## src/rtl/voter_id_registry.sv

```systemverilog
// Registry of voter IDs that have already voted: sequential search per request,
// optional record of a new ID, duplicate/recorded/overflow status via req/ready/done.
module voter_id_registry #(
  parameter int unsigned WORD_SIZE    = 5,
  parameter int unsigned ADDRESS_SIZE = 4
) (
  input  logic                    clk,
  input  logic                    reset,
  input  logic                    mode,
  input  logic                    control,
  input  logic                    req,
  input  logic                    op,
  input  logic [WORD_SIZE-1:0]    voter_id,
  input  logic                    clear,
  output logic                    ready,
  output logic                    done,
  output logic                    found,
  output logic                    recorded,
  output logic                    overflow,
  output logic [ADDRESS_SIZE:0]   count,
  output logic                    full
);

  localparam int unsigned DEPTH = 2 ** ADDRESS_SIZE;
  localparam int unsigned CW    = ADDRESS_SIZE + 1;

  typedef enum logic [1:0] {IDLE, SCAN, WRITE, RESP} state_t;

  state_t                  state, state_nxt;
  logic [WORD_SIZE-1:0]    mem [DEPTH];
  logic [WORD_SIZE-1:0]    id_q;
  logic                    op_q;
  logic [ADDRESS_SIZE-1:0] idx;

  logic accept_c, clear_c, hit_c, last_c, set_found_c, set_ovf_c;

  // clear has priority over a simultaneous request
  assign clear_c  = (state == IDLE) && clear;
  assign accept_c = (state == IDLE) && req && mode && control && !clear;
  assign hit_c    = (mem[idx] == id_q);
  assign last_c   = ({1'b0, idx} == (count - CW'(1)));

  always_ff @(posedge clk) begin
    if (reset) state <= IDLE;
    else       state <= state_nxt;
  end

  always_comb begin
    state_nxt   = state;
    set_found_c = 1'b0;
    set_ovf_c   = 1'b0;
    case (state)
      IDLE: begin
        if (accept_c) begin
          if (count != '0) state_nxt = SCAN;
          else if (op)     state_nxt = WRITE;
          else             state_nxt = RESP;
        end
      end
      SCAN: begin
        if (hit_c) begin
          set_found_c = 1'b1;
          state_nxt   = RESP;
        end else if (last_c) begin
          if (op_q && !full) begin
            state_nxt = WRITE;
          end else begin
            set_ovf_c = op_q;
            state_nxt = RESP;
          end
        end
      end
      WRITE:   state_nxt = RESP;
      RESP:    state_nxt = IDLE;
      default: state_nxt = IDLE;
    endcase
  end

  // Control/status registers; ready and done are registered decodes of the next state
  always_ff @(posedge clk) begin
    if (reset) begin
      ready    <= 1'b1;
      done     <= 1'b0;
      found    <= 1'b0;
      recorded <= 1'b0;
      overflow <= 1'b0;
      count    <= '0;
      full     <= 1'b0;
      idx      <= '0;
      id_q     <= '0;
      op_q     <= 1'b0;
    end else begin
      ready <= (state_nxt == IDLE);
      done  <= (state_nxt == RESP);
      if (accept_c) begin
        id_q     <= voter_id;
        op_q     <= op;
        idx      <= '0;
        found    <= 1'b0;
        recorded <= 1'b0;
        overflow <= 1'b0;
      end else if (clear_c) begin
        count <= '0;
        full  <= 1'b0;
      end
      if (state == SCAN && !hit_c && !last_c) idx <= idx + ADDRESS_SIZE'(1);
      if (set_found_c) found <= 1'b1;
      if (set_ovf_c)   overflow <= 1'b1;
      if (state == WRITE) begin
        count    <= count + CW'(1);
        full     <= ((count + CW'(1)) == CW'(DEPTH));
        recorded <= 1'b1;
      end
    end
  end

  // WRITE is only reached when not full, so count indexes a free entry
  always_ff @(posedge clk) begin
    if (!reset && state == WRITE) mem[count[ADDRESS_SIZE-1:0]] <= id_q;
  end

endmodule

```

## config.mk

```make
export PLATFORM = sky130hd
export DESIGN_NAME = voter_id_registry
export DESIGN_NICKNAME = d
export VERILOG_FILES = /design/src/rtl/voter_id_registry.sv
export SDC_FILE = /design/constraint.sdc
export NUM_CORES = 1
export LEC_CHECK = 0
export ABC_AREA = 1
export CORE_MARGIN = 2
export CORE_UTILIZATION = 64
export CTS_CLUSTER_SIZE = 40
export DETAILED_ROUTE_END_ITERATION = 12
export GPL_ROUTABILITY_DRIVEN = 0
export GPL_TIMING_DRIVEN = 0
export PLACE_DENSITY = 0.84
export SLEW_MARGIN = 40
export SYNTH_ARGS = -nofsm -noshare
export SYNTH_HDL_FRONTEND = slang
export SYNTH_SLANG_ARGS = --single-unit
export TNS_END_PERCENT = 100
```

## constraint.sdc

```tcl
create_clock -name clk -period 3.98 [get_ports clk]
set_input_delay 0.796 -clock clk [delete_from_list [all_inputs] [get_ports clk]]
set_output_delay 0.796 -clock clk [all_outputs]
set_load 0.01 [all_outputs]
```

==> flow_metrics.env, run 1 <==
export IMPL_met1_usage_pct=38.9
export IMPL_slew_viol_final=0
export IMPL_dp_cells=601
export IMPL_grt_total_usage_pct=28.4
export IMPL_seq_area_frac_synth_pct=62.1
export IMPL_synth_area_mm2=0.00474
export IMPL_routed_via_density=5.82
export IMPL_antenna_found_initial=0
export IMPL_clock_skew_ns=0.0101
export IMPL_clk_path_buf_depth=2
export IMPL_leakage_nw=2.04
export IMPL_place_ws_ns=1.21
export IMPL_root_buffer="clkbuf_8"
export IMPL_area_growth_pct=11.6
export IMPL_cp_start_kind="input port"
export IMPL_rows=31
export IMPL_clock_sinks=107
export IMPL_clkTransAtPathRegs_ns=0.10
export IMPL_fin_tns_setup_ns=0
export IMPL_cts_tree="built"
export IMPL_grt_max_degree=20
export IMPL_cp_end_kind="flip-flop"
export IMPL_slew_headroom_pct=45.6
export IMPL_grt_busiest_layer="met2"
export IMPL_drtIter0Drc=479
export IMPL_synth_cell_types=32
export IMPL_drive_above_1_share_pct=8.69
export IMPL_path_cells="clkdlybuf4s50_1 -> nor2_1 -> inv_1 -> nor3_1"
export IMPL_start_util_pct=65.7
export IMPL_die_area_mm2=0.00811
export IMPL_utilization_pct=73.3
export IMPL_required_ns=3.99
export IMPL_maxCapViolations=0
export IMPL_gr_total_overflow=0
export IMPL_hold_class="reg2reg"
export IMPL_syn_area_per_cell_um2=9.87
export IMPL_grt_pass1_vias=3475
export IMPL_htreeDepth=3
export IMPL_vias=3594
export IMPL_grt_pass1_wl_um=17800
export IMPL_setup_viol=0
export IMPL_finalCritPeriodShare_pct=60.9
export IMPL_cts_setup_buffers=0
export IMPL_grt_use_met2_pct=45.8
export IMPL_synth_seq_cells=107
export IMPL_syn_inst=480
export IMPL_multi_input_comb_area_mm2=0.00147
export IMPL_crit_arrival_ns=2.43
export IMPL_io_buffers=22
export IMPL_crit_path_max_fanout=6
export IMPL_hold_viol_final=0
export IMPL_final_cells=617
export IMPL_nNetsFinal=531
export IMPL_wirelength_um=10900
export IMPL_syn_num_nets=498
export IMPL_avgRoutedWirePerCell_um=17.7
export IMPL_core_area_mm2=0.00721
export IMPL_yosysTopAreaCell="edfxtp_1"
export IMPL_status="completed"
export IMPL_finalInstanceArea_mm2=0.00529
export IMPL_drc=0
export IMPL_powerDensity_mw_per_mm2=375
export IMPL_fin_ws_ns=1.56
export IMPL_crit_path_max_incr_delay_ns=0.66
export IMPL_seqCellArea_mm2=0.00294
export IMPL_worst_pin_slew_ns=0.809
export IMPL_diodes=0
export IMPL_final_antenna_net_count=0
export IMPL_die_h_um=90.0
export IMPL_clock_fmax_mhz=412
export IMPL_slowest_stage="nor3_1"
export IMPL_ir_drop_uv=206
export IMPL_gr_usage_met3_pct=5.87
export IMPL_clk_latency_ns=0.37
export IMPL_cts_resized=0
export IMPL_yosys_warnings=0
export IMPL_cts_inserted_buffers=9
export IMPL_ys_top_cells_by_area="edfxtp_1 (51%), dfxtp_1 (11%), nand2_1 (7.7%)"
export IMPL_die_width_um=90.0
export IMPL_fin_crit_ns=2.42
export IMPL_synth_top_area_share_pct=50.7
export IMPL_io_pins=23
export IMPL_dp_hpwl_um=7730
export IMPL_worstSetupPathType="in2reg"
export IMPL_drt_pass1_iter_count=5
export IMPL_rsz0062_at_grt="false"
export IMPL_dpl_cell_area_mm2=0.00508
export IMPL_num_fill_cells=496
export IMPL_cts_hold_buf=0
[per-layer routing]
layer  part of all wire (%)  vias up
met3                     11       39
li1                       -     1665
met4                    2.9        0
met5                      0        -
met2                     47      217
met1                     40     1673
[final cells by class]
cell class | instances | area share, %
multi-input cells | 303 | 27.9
clock buffers | 10 | 2.82
clock inverters | 6 | 1.04
well taps | 99 | 2.34
plain buffers | 17 | 2.27
repair buffers | 22 | 4.17
flip-flops and latches | 107 | 55.7
inverters | 53 | 3.81
[power by group]
| group | internal [mW] | switching (mW) |
|---|---|---|
| clock network | 0.278 | 0.386 |
| logic | 0.0412 | 0.0637 |
| registers | 1.20 | 0.0138 |
[per-stage QoR]
| step | hold WS, ns | power [mW] |
|---|---|---|
| after floorplan | 0.436 | 1.30 |
| after global placement | 0.448 | 1.34 |
| after detailed placement | 0.462 | 1.34 |
| after CTS | 0.477 | 1.97 |
| after global routing | 0.505 | 2.04 |
| final | 0.473 | 1.98 |
[synthesized netlist by cell type]
library cell,count
nor2_2,5
nand3_4,1
inv_1,50
o21ai_0,14
nor2_4,2
xnor2_1,4
nand2_1,97
nand3b_1,1
or2_2,1
xor2_1,5
nand3_1,54
edfxtp_1,80
inv_2,1
nand2_2,4
buf_6,6
a21oi_1,19
clkbuf_1,4
nor3_1,4
nand2_4,1
buf_4,1
buf_2,6
ha_1,6
a32o_1,1
a31oi_1,1
inv_4,1
nand4_1,5
dfxtp_1,27
o21ai_1,13
nor2_1,59
o211ai_1,5
o21a_1,1
clkinv_1,1
[logic make-up (layout without fill, tap and decap cells)]
family / count (synthesis) / after routing / synth area share (%)
fa+ha+maj: 6 / 6 / 1.58
flops: 107 / 107 / 62.1
xor+xnor: 9 / 9 / 1.66
buf+inv: 70 / 108 / 6.79
simple gates: 234 / 234 / 21.7
compound gates: 54 / 54 / 6.15
[final timing paths]
| path | startpoint | end | slack, ns | cells past startpoint |
|---|---|---|---|---|
| max reg2reg | state[1] | mem[3][4] | 1.56 | 6 |
| max | reset | mem[3][4] | 1.56 | 4 |
| min reg2reg | overflow | overflow | 0.47 | 2 |
| min | overflow | overflow | 0.47 | 2 |
[registers in the layout (all words and copies together) (netlist names), named ones only]
signal and count:
idx 4, op_q 1, mem 80, overflow 1, done 1, count 5
full 1, recorded 1, state 2, id_q 5, ready 1, found 1
[layout by cell type, fill, tap and decap left out, drive strengths merged]
master           n
nand3b           1
ha               6
nor3             4
o21ai           27
nand3           55
clkdlybuf4s50   22
edfxtp          80
xnor2            4
dfxtp           27
nand2          102
o211ai           5
a32o             1
xor2             5
clkinv           4
or2              1
buf             13
a31oi            1
nor2            66
nand4            5
a21oi           19
inv             55
clkbuf          14
o21a             1
[worst max-delay path, delay by kind of cell]
family / cells / cell delay (ns)
and+or+nand+nor: 2 / 0.97
buffers and inverters: 2 / 0.66
(Power assumes the default switching activity.)
==> inputs of run 2 (changes only) <==
--- a/config.mk
+++ b/config.mk
@@ -7,12 +7,12 @@
 export LEC_CHECK = 0
 export ABC_AREA = 1
 export CORE_MARGIN = 2
-export CORE_UTILIZATION = 64
+export CORE_UTILIZATION = 60
 export CTS_CLUSTER_SIZE = 40
 export DETAILED_ROUTE_END_ITERATION = 12
 export GPL_ROUTABILITY_DRIVEN = 0
 export GPL_TIMING_DRIVEN = 0
-export PLACE_DENSITY = 0.84
+export PLACE_DENSITY = 0.79
 export SLEW_MARGIN = 40
 export SYNTH_ARGS = -nofsm -noshare
 export SYNTH_HDL_FRONTEND = slang
==> constraint.sdc (replaced) <==
create_clock -name clk -period 2.5 [get_ports clk]
set_input_delay 0.5 -clock clk [delete_from_list [all_inputs] [get_ports clk]]
set_output_delay 0.5 -clock clk [all_outputs]
set_load 0.01 [all_outputs]
==> run 2 against run 1 <==
Wire length down 1.9%. Register-to-register slack worse by 1.4 ns. First-iteration DRC count down 11%. Sequential cell count unchanged. Total power up 56%. Combinational power up 59%. Sequential power up 60%. Sequential share of layout area up 0.12 points. Core utilization down 4.6 points. Non-clock buffer count unchanged. Critical path depth up 2.
==> flow_metrics.env, run 2 (synthesized netlist as in run 1, its figures left out) <==
export IMPL_diodes=0
export IMPL_fin_total_pwr_mw=3.09
export IMPL_gr_total_overflow=0
export IMPL_drive_above_1_share_pct=9.07
export IMPL_grt_use_met2_pct=43.6
export IMPL_cts_hold_buf=0
export IMPL_crit_path_max_fanout=6
export IMPL_crit_top_cell="inv_1"
export IMPL_cp_top_family="simple AND/OR/NAND/NOR gates"
export IMPL_drtIter0Drc=424
export IMPL_worstSetupPathType="reg2reg"
export IMPL_crit_arrival_ns=2.34
export IMPL_leakage_nw=2.03
export IMPL_clk_latency_ns=0.38
export IMPL_layout_common_cells="nand2_1 (97), edfxtp_1 (80), nor2_1 (59)"
export IMPL_htreeDepth=3
export IMPL_cts_inserted_buffers=9
export IMPL_clock_fmax_mhz=432
export IMPL_seqCellArea_mm2=0.00294
export IMPL_crit_path_max_incr_delay_ns=0.62
export IMPL_hold_viol_final=0
export IMPL_slew_viol_final=0
export IMPL_hold_class="reg2reg"
export IMPL_finalCritPeriodShare_pct=92.6
export IMPL_met1_usage_pct=34.2
export IMPL_avgRoutedWirePerCell_um=17.3
export IMPL_grt_pass1_vias=3324
export IMPL_slowest_stage="nor3_1"
export IMPL_reg2regPathDepth=6
export IMPL_worst_pin_slew_ns=0.733
export IMPL_powerDensity_mw_per_mm2=586
export IMPL_cts_resized=0
export IMPL_grt_total_usage_pct=26.9
export IMPL_hp_start="found"
export IMPL_start_util_pct=61.6
export IMPL_area_growth_pct=11.4
export IMPL_final_cells=620
export IMPL_path_cells="inv_1 -> nor2_1 -> inv_1 -> nor2_1 -> inv_1 -> nor3_1"
export IMPL_grt_pass1_wl_um=17000
export IMPL_reg2reg_slack_ns=0.19
export IMPL_die_area_mm2=0.00862
export IMPL_clock_skew_ns=0.0131
export IMPL_antenna_found_initial=0
export IMPL_dp_cells=604
export IMPL_utilization_pct=68.7
export IMPL_vias=3525
export IMPL_io_buffers=22
export IMPL_status="completed"
export IMPL_num_fill_cells=596
export IMPL_whs_path_depth=2
export IMPL_cts_setup_buffers=0
export IMPL_gr_usage_met3_pct=6.35
export IMPL_r2r_end="mem[3][2]"
export IMPL_setup_viol=0
export IMPL_holdPathEnd="found"
export IMPL_slew_headroom_pct=50.7
export IMPL_nNetsFinal=531
export IMPL_cp_end_kind="flip-flop"
export IMPL_required_ns=2.53
export IMPL_clock_sinks=107
export IMPL_clk_path_buf_depth=2
export IMPL_drc=0
export IMPL_routed_via_density=5.69
export IMPL_rsz0062_at_grt="false"
export IMPL_final_antenna_net_count=0
export IMPL_wirelength_um=10700
export IMPL_dp_hpwl_um=7400
export IMPL_largest_reg_flops=80
export IMPL_rows=32
export IMPL_rr_startpoint="state[1]"
export IMPL_die_width_um=92.9
export IMPL_hold_ws_ns=0.471
export IMPL_clkTransAtPathRegs_ns=0.10
export IMPL_io_pins=23
export IMPL_cp_start_kind="flip-flop"
export IMPL_crit_buf_inv=3
export IMPL_grt_busiest_layer="met2"
export IMPL_root_buffer="clkbuf_8"
export IMPL_die_h_um=92.9
export IMPL_fin_tns_setup_ns=0
export IMPL_fin_crit_ns=2.31
export IMPL_core_area_mm2=0.00769
export IMPL_cts_tree="built"
export IMPL_multi_input_comb_area_mm2=0.00148
export IMPL_final_common_cell="nand2_1"
export IMPL_grt_max_degree=20
export IMPL_drt_pass1_iter_count=9
export IMPL_ir_drop_uv=280
export IMPL_maxCapViolations=0
run 2: worst reg2reg max path, stage by stage (launching register included):
cell and delay, ns:
dfxtp_1 0.40, inv_1 0.05, nor2_1 0.25, inv_1 0.13, nor2_1 0.26, inv_1 0.24, nor3_1 0.62
run 2: final cells by class:
| class | count | share of cell area (%) |
|---|---|---|
| Clock inverter | 7 | 1.16 |
| Sequential cell | 107 | 55.8 |
| Buffer | 17 | 2.28 |
| Inverter | 53 | 3.82 |
| Clock buffer | 9 | 2.35 |
| Multi-Input combinational cell | 303 | 28.0 |
| Tap cell | 102 | 2.42 |
| Timing Repair Buffer | 22 | 4.17 |
run 2: metrics by stage:
stage	setup WS (ns)	instance area [um^2]
after floorplan	0.504	4740
after global placement	0.0661	5090
after detailed placement	-0.0577	5090
after CTS	0.0596	5270
after global routing	0.00512	5280
final	0.186	5280
run 2: routing by layer:
layer	up-vias	part of all wire (%)
li1	1667	-
met1	1655	40
met2	173	49
met3	30	8.5
met4	0	2.4
met5	-	0
run 2: where the power goes:
part	internal (mW)	switching (mW)	total, mW
Combinational	0.0653	0.101	0.167
Clock	0.379	0.619	0.998
Sequential	1.91	0.0209	1.93
run 2: worst max-delay path by stage:
stage | cells after the start | end | slack (ns) | startpoint
2_1_floorplan | 11 | state[0] | 0.50 | count[0]
3_3_place_gp | 4 | mem[7][1] | 0.07 | reset
3_5_place_dp | 4 | mem[7][1] | -0.06 | reset
4_1_cts | 6 | mem[7][4] | 0.06 | state[1]
5_1_grt | 6 | mem[3][2] | 0.005 | state[1]
6_report | 6 | mem[3][2] | 0.19 | state[1]
==> inputs of run 3 (changes only) <==
--- a/config.mk
+++ b/config.mk
@@ -7,14 +7,13 @@
 export LEC_CHECK = 0
 export ABC_AREA = 1
 export CORE_MARGIN = 2
-export CORE_UTILIZATION = 60
+export CORE_UTILIZATION = 45
 export CTS_CLUSTER_SIZE = 40
 export DETAILED_ROUTE_END_ITERATION = 12
 export GPL_ROUTABILITY_DRIVEN = 0
 export GPL_TIMING_DRIVEN = 0
-export PLACE_DENSITY = 0.79
+export PLACE_DENSITY = 0.62
 export SLEW_MARGIN = 40
 export SYNTH_ARGS = -nofsm -noshare
 export SYNTH_HDL_FRONTEND = slang
 export SYNTH_SLANG_ARGS = --single-unit
-export TNS_END_PERCENT = 100
==> constraint.sdc (replaced) <==
create_clock -name clk -period 2.5 [get_ports clk]
set_input_delay 0.375 -clock clk [delete_from_list [all_inputs] [get_ports clk]]
set_output_delay 0.375 -clock clk [all_outputs]
set_load 0.01 [all_outputs]
==> run 3 against run 2 <==
Core utilization fell by 16 points. Non-clock buffer count did not move. Die area rose by 32%. Sequential power barely moved. Cell count rose by 5.5%. Clock power rose by 17%. Sequential cell count did not move. Register-to-register slack got worse by 0.06 ns. Fmax fell by 2.4%. Critical path depth rose by 8. Setup slack got worse by 0.057 ns. Via count fell by 4.1%. Largest cell class unchanged.
==> flow_metrics.env, run 3 (synthesized netlist as in run 1, its figures left out) <==
export IMPL_status="completed"
export IMPL_powerDensity_mw_per_mm2=606
export IMPL_combPwrFrac_pct=5.1
export IMPL_htreeDepth=3
export IMPL_wirelength_um=11200
export IMPL_die_area_mm2=0.0114
export IMPL_clock_fmax_mhz=422
export IMPL_p_switching_mw=0.724
export IMPL_nNetsFinal=531
export IMPL_clock_sinks=107
export IMPL_fin_crit_ns=2.37
export IMPL_setup_viol=0
export IMPL_slew_headroom_pct=49.8
export IMPL_clk_latency_ns=0.36
export IMPL_vias=3379
export IMPL_maxCapViolations=0
export IMPL_largest_reg_flops=80
export IMPL_grt_pass1_wl_um=17600
export IMPL_final_antenna_net_count=0
export IMPL_clock_skew_ns=0.0149
export IMPL_hold_class="reg2reg"
export IMPL_required_ns=2.77
export IMPL_path_cells="inv_2 -> buf_2 -> nand3_1 -> nand3_1 -> nand3_1 -> nand2_1 -> nand2_1 -> nand2_1 -> nand2_1 -> nor2_4 -> nand2_4 -> nand3_4 -> nand3_1 -> a21oi_1"
export IMPL_leakage_nw=2.06
export IMPL_drc=0
export IMPL_clkTransAtPathRegs_ns=0.11
export IMPL_dp_cells=638
export IMPL_core_area_mm2=0.0103
export IMPL_fin_tns_setup_ns=0
export IMPL_cts_tree="built"
export IMPL_drtIter0Drc=309
export IMPL_finalCritPeriodShare_pct=94.9
export IMPL_final_cells=654
export IMPL_antenna_found_initial=0
export IMPL_grt_max_degree=19
export IMPL_cp_start_kind="flip-flop"
export IMPL_slowest_stage="dfxtp_2"
export IMPL_crit_arrival_ns=2.65
export IMPL_rows=37
export IMPL_io_pins=23
export IMPL_area_growth_pct=13.5
export IMPL_layout_common_cells="nand2_1 (97), edfxtp_1 (80), nor2_1 (59)"
export IMPL_utilization_pct=52.3
export IMPL_start_util_pct=46.1
export IMPL_diodes=0
export IMPL_io_buffers=22
export IMPL_avgRoutedWirePerCell_um=17.1
export IMPL_final_common_cell="nand2_1"
export IMPL_seqPwrFrac_pct=59.2
export IMPL_root_buffer="clkbuf_8"
export IMPL_power_switching_share_pct=22.2
export IMPL_clk_path_buf_depth=2
export IMPL_gr_total_overflow=0
export IMPL_die_h_um=107
export IMPL_crit_path_max_incr_delay_ns=0.41
export IMPL_grt_total_usage_pct=20.7
export IMPL_slew_viol_final=0
export IMPL_hold_viol_final=0
export IMPL_p_int_mw=2.54
export IMPL_worstSetupPathType="reg2reg"
export IMPL_drive_above_1_share_pct=9.65
export IMPL_cts_setup_buffers=0
export IMPL_routed_via_density=5.17
export IMPL_crit_path_max_fanout=10
export IMPL_ir_drop_uv=284
export IMPL_dp_hpwl_um=7870
export IMPL_grt_pass1_vias=3199
export IMPL_die_width_um=107
export IMPL_fin_total_pwr_mw=3.26
export IMPL_clkPwrFrac_pct=35.8
export IMPL_cts_inserted_buffers=9
export IMPL_worst_pin_slew_ns=0.752
export IMPL_drt_pass1_iter_count=5
export IMPL_cp_end_kind="flip-flop"
-- run 3: path summary, 6_finish.rpt --
kind | startpoint | endpoint | slack [ns] | cells after the start
setup / recovery | flip-flop | flip-flop | 0.13 | 14
hold / removal | found | found | 0.48 | 2
setup reg to reg | flip-flop | flip-flop | 0.13 | 14
hold reg to reg | found | found | 0.48 | 2
-- run 3: layout make-up --
class	instances	area, um^2
plain buffers	17	120
clock buffers	11	163
clock inverters	5	67.6
fillers	971	4900
inverters	53	201
multi-input cells	303	1490
flip-flops and latches	107	2940
well taps	136	170
repair buffers	22	220
-- run 3: metal layers --
metal	track usage [%]	wire, um	vias up
met1	29.4	5170	1603
li1	-	-	1667
met3	3.71	478	16
met5	0	0	-
met2	32.0	5230	93
met4	7.42	272	0
-- run 3: timing repair --
item                                    in CTS  in global routing
hold buffers                                 0                  0
resized for setup                            0                  5
endpoints found under the setup margin       0                 25
hold endpoints to repair                     0                  0
-- run 3: worst max-delay path, delay by kind of cell, from the launching register on --
kind	cells	cell delay (ns)
AND/OR/NAND/NOR	11	1.15
buffers and inverters	2	0.50
flip-flops	1	0.41
AO/OA/AOI/OAI	1	0.21
-- run 3: stage by stage --
stage,hold slack [ns],worst slack (ns),area [um^2]
floorplan,0.436,0.504,4740
global placement,0.452,0.135,5130
detailed placement,0.458,0.113,5130
CTS,0.474,0.0930,5360
global route,0.503,-0.00838,5380
finish,0.476,0.128,5380
-- run 3: power by group through the flow --
stage	Clock, mW	Sequential [mW]	Combinational, mW
2_1_floorplan	0	1.96	0.108
3_3_place_gp	0	1.97	0.162
3_5_place_dp	0	1.97	0.165
4_1_cts	1.18	1.93	0.165
5_1_grt	1.26	1.93	0.184
6_report	1.17	1.93	0.165
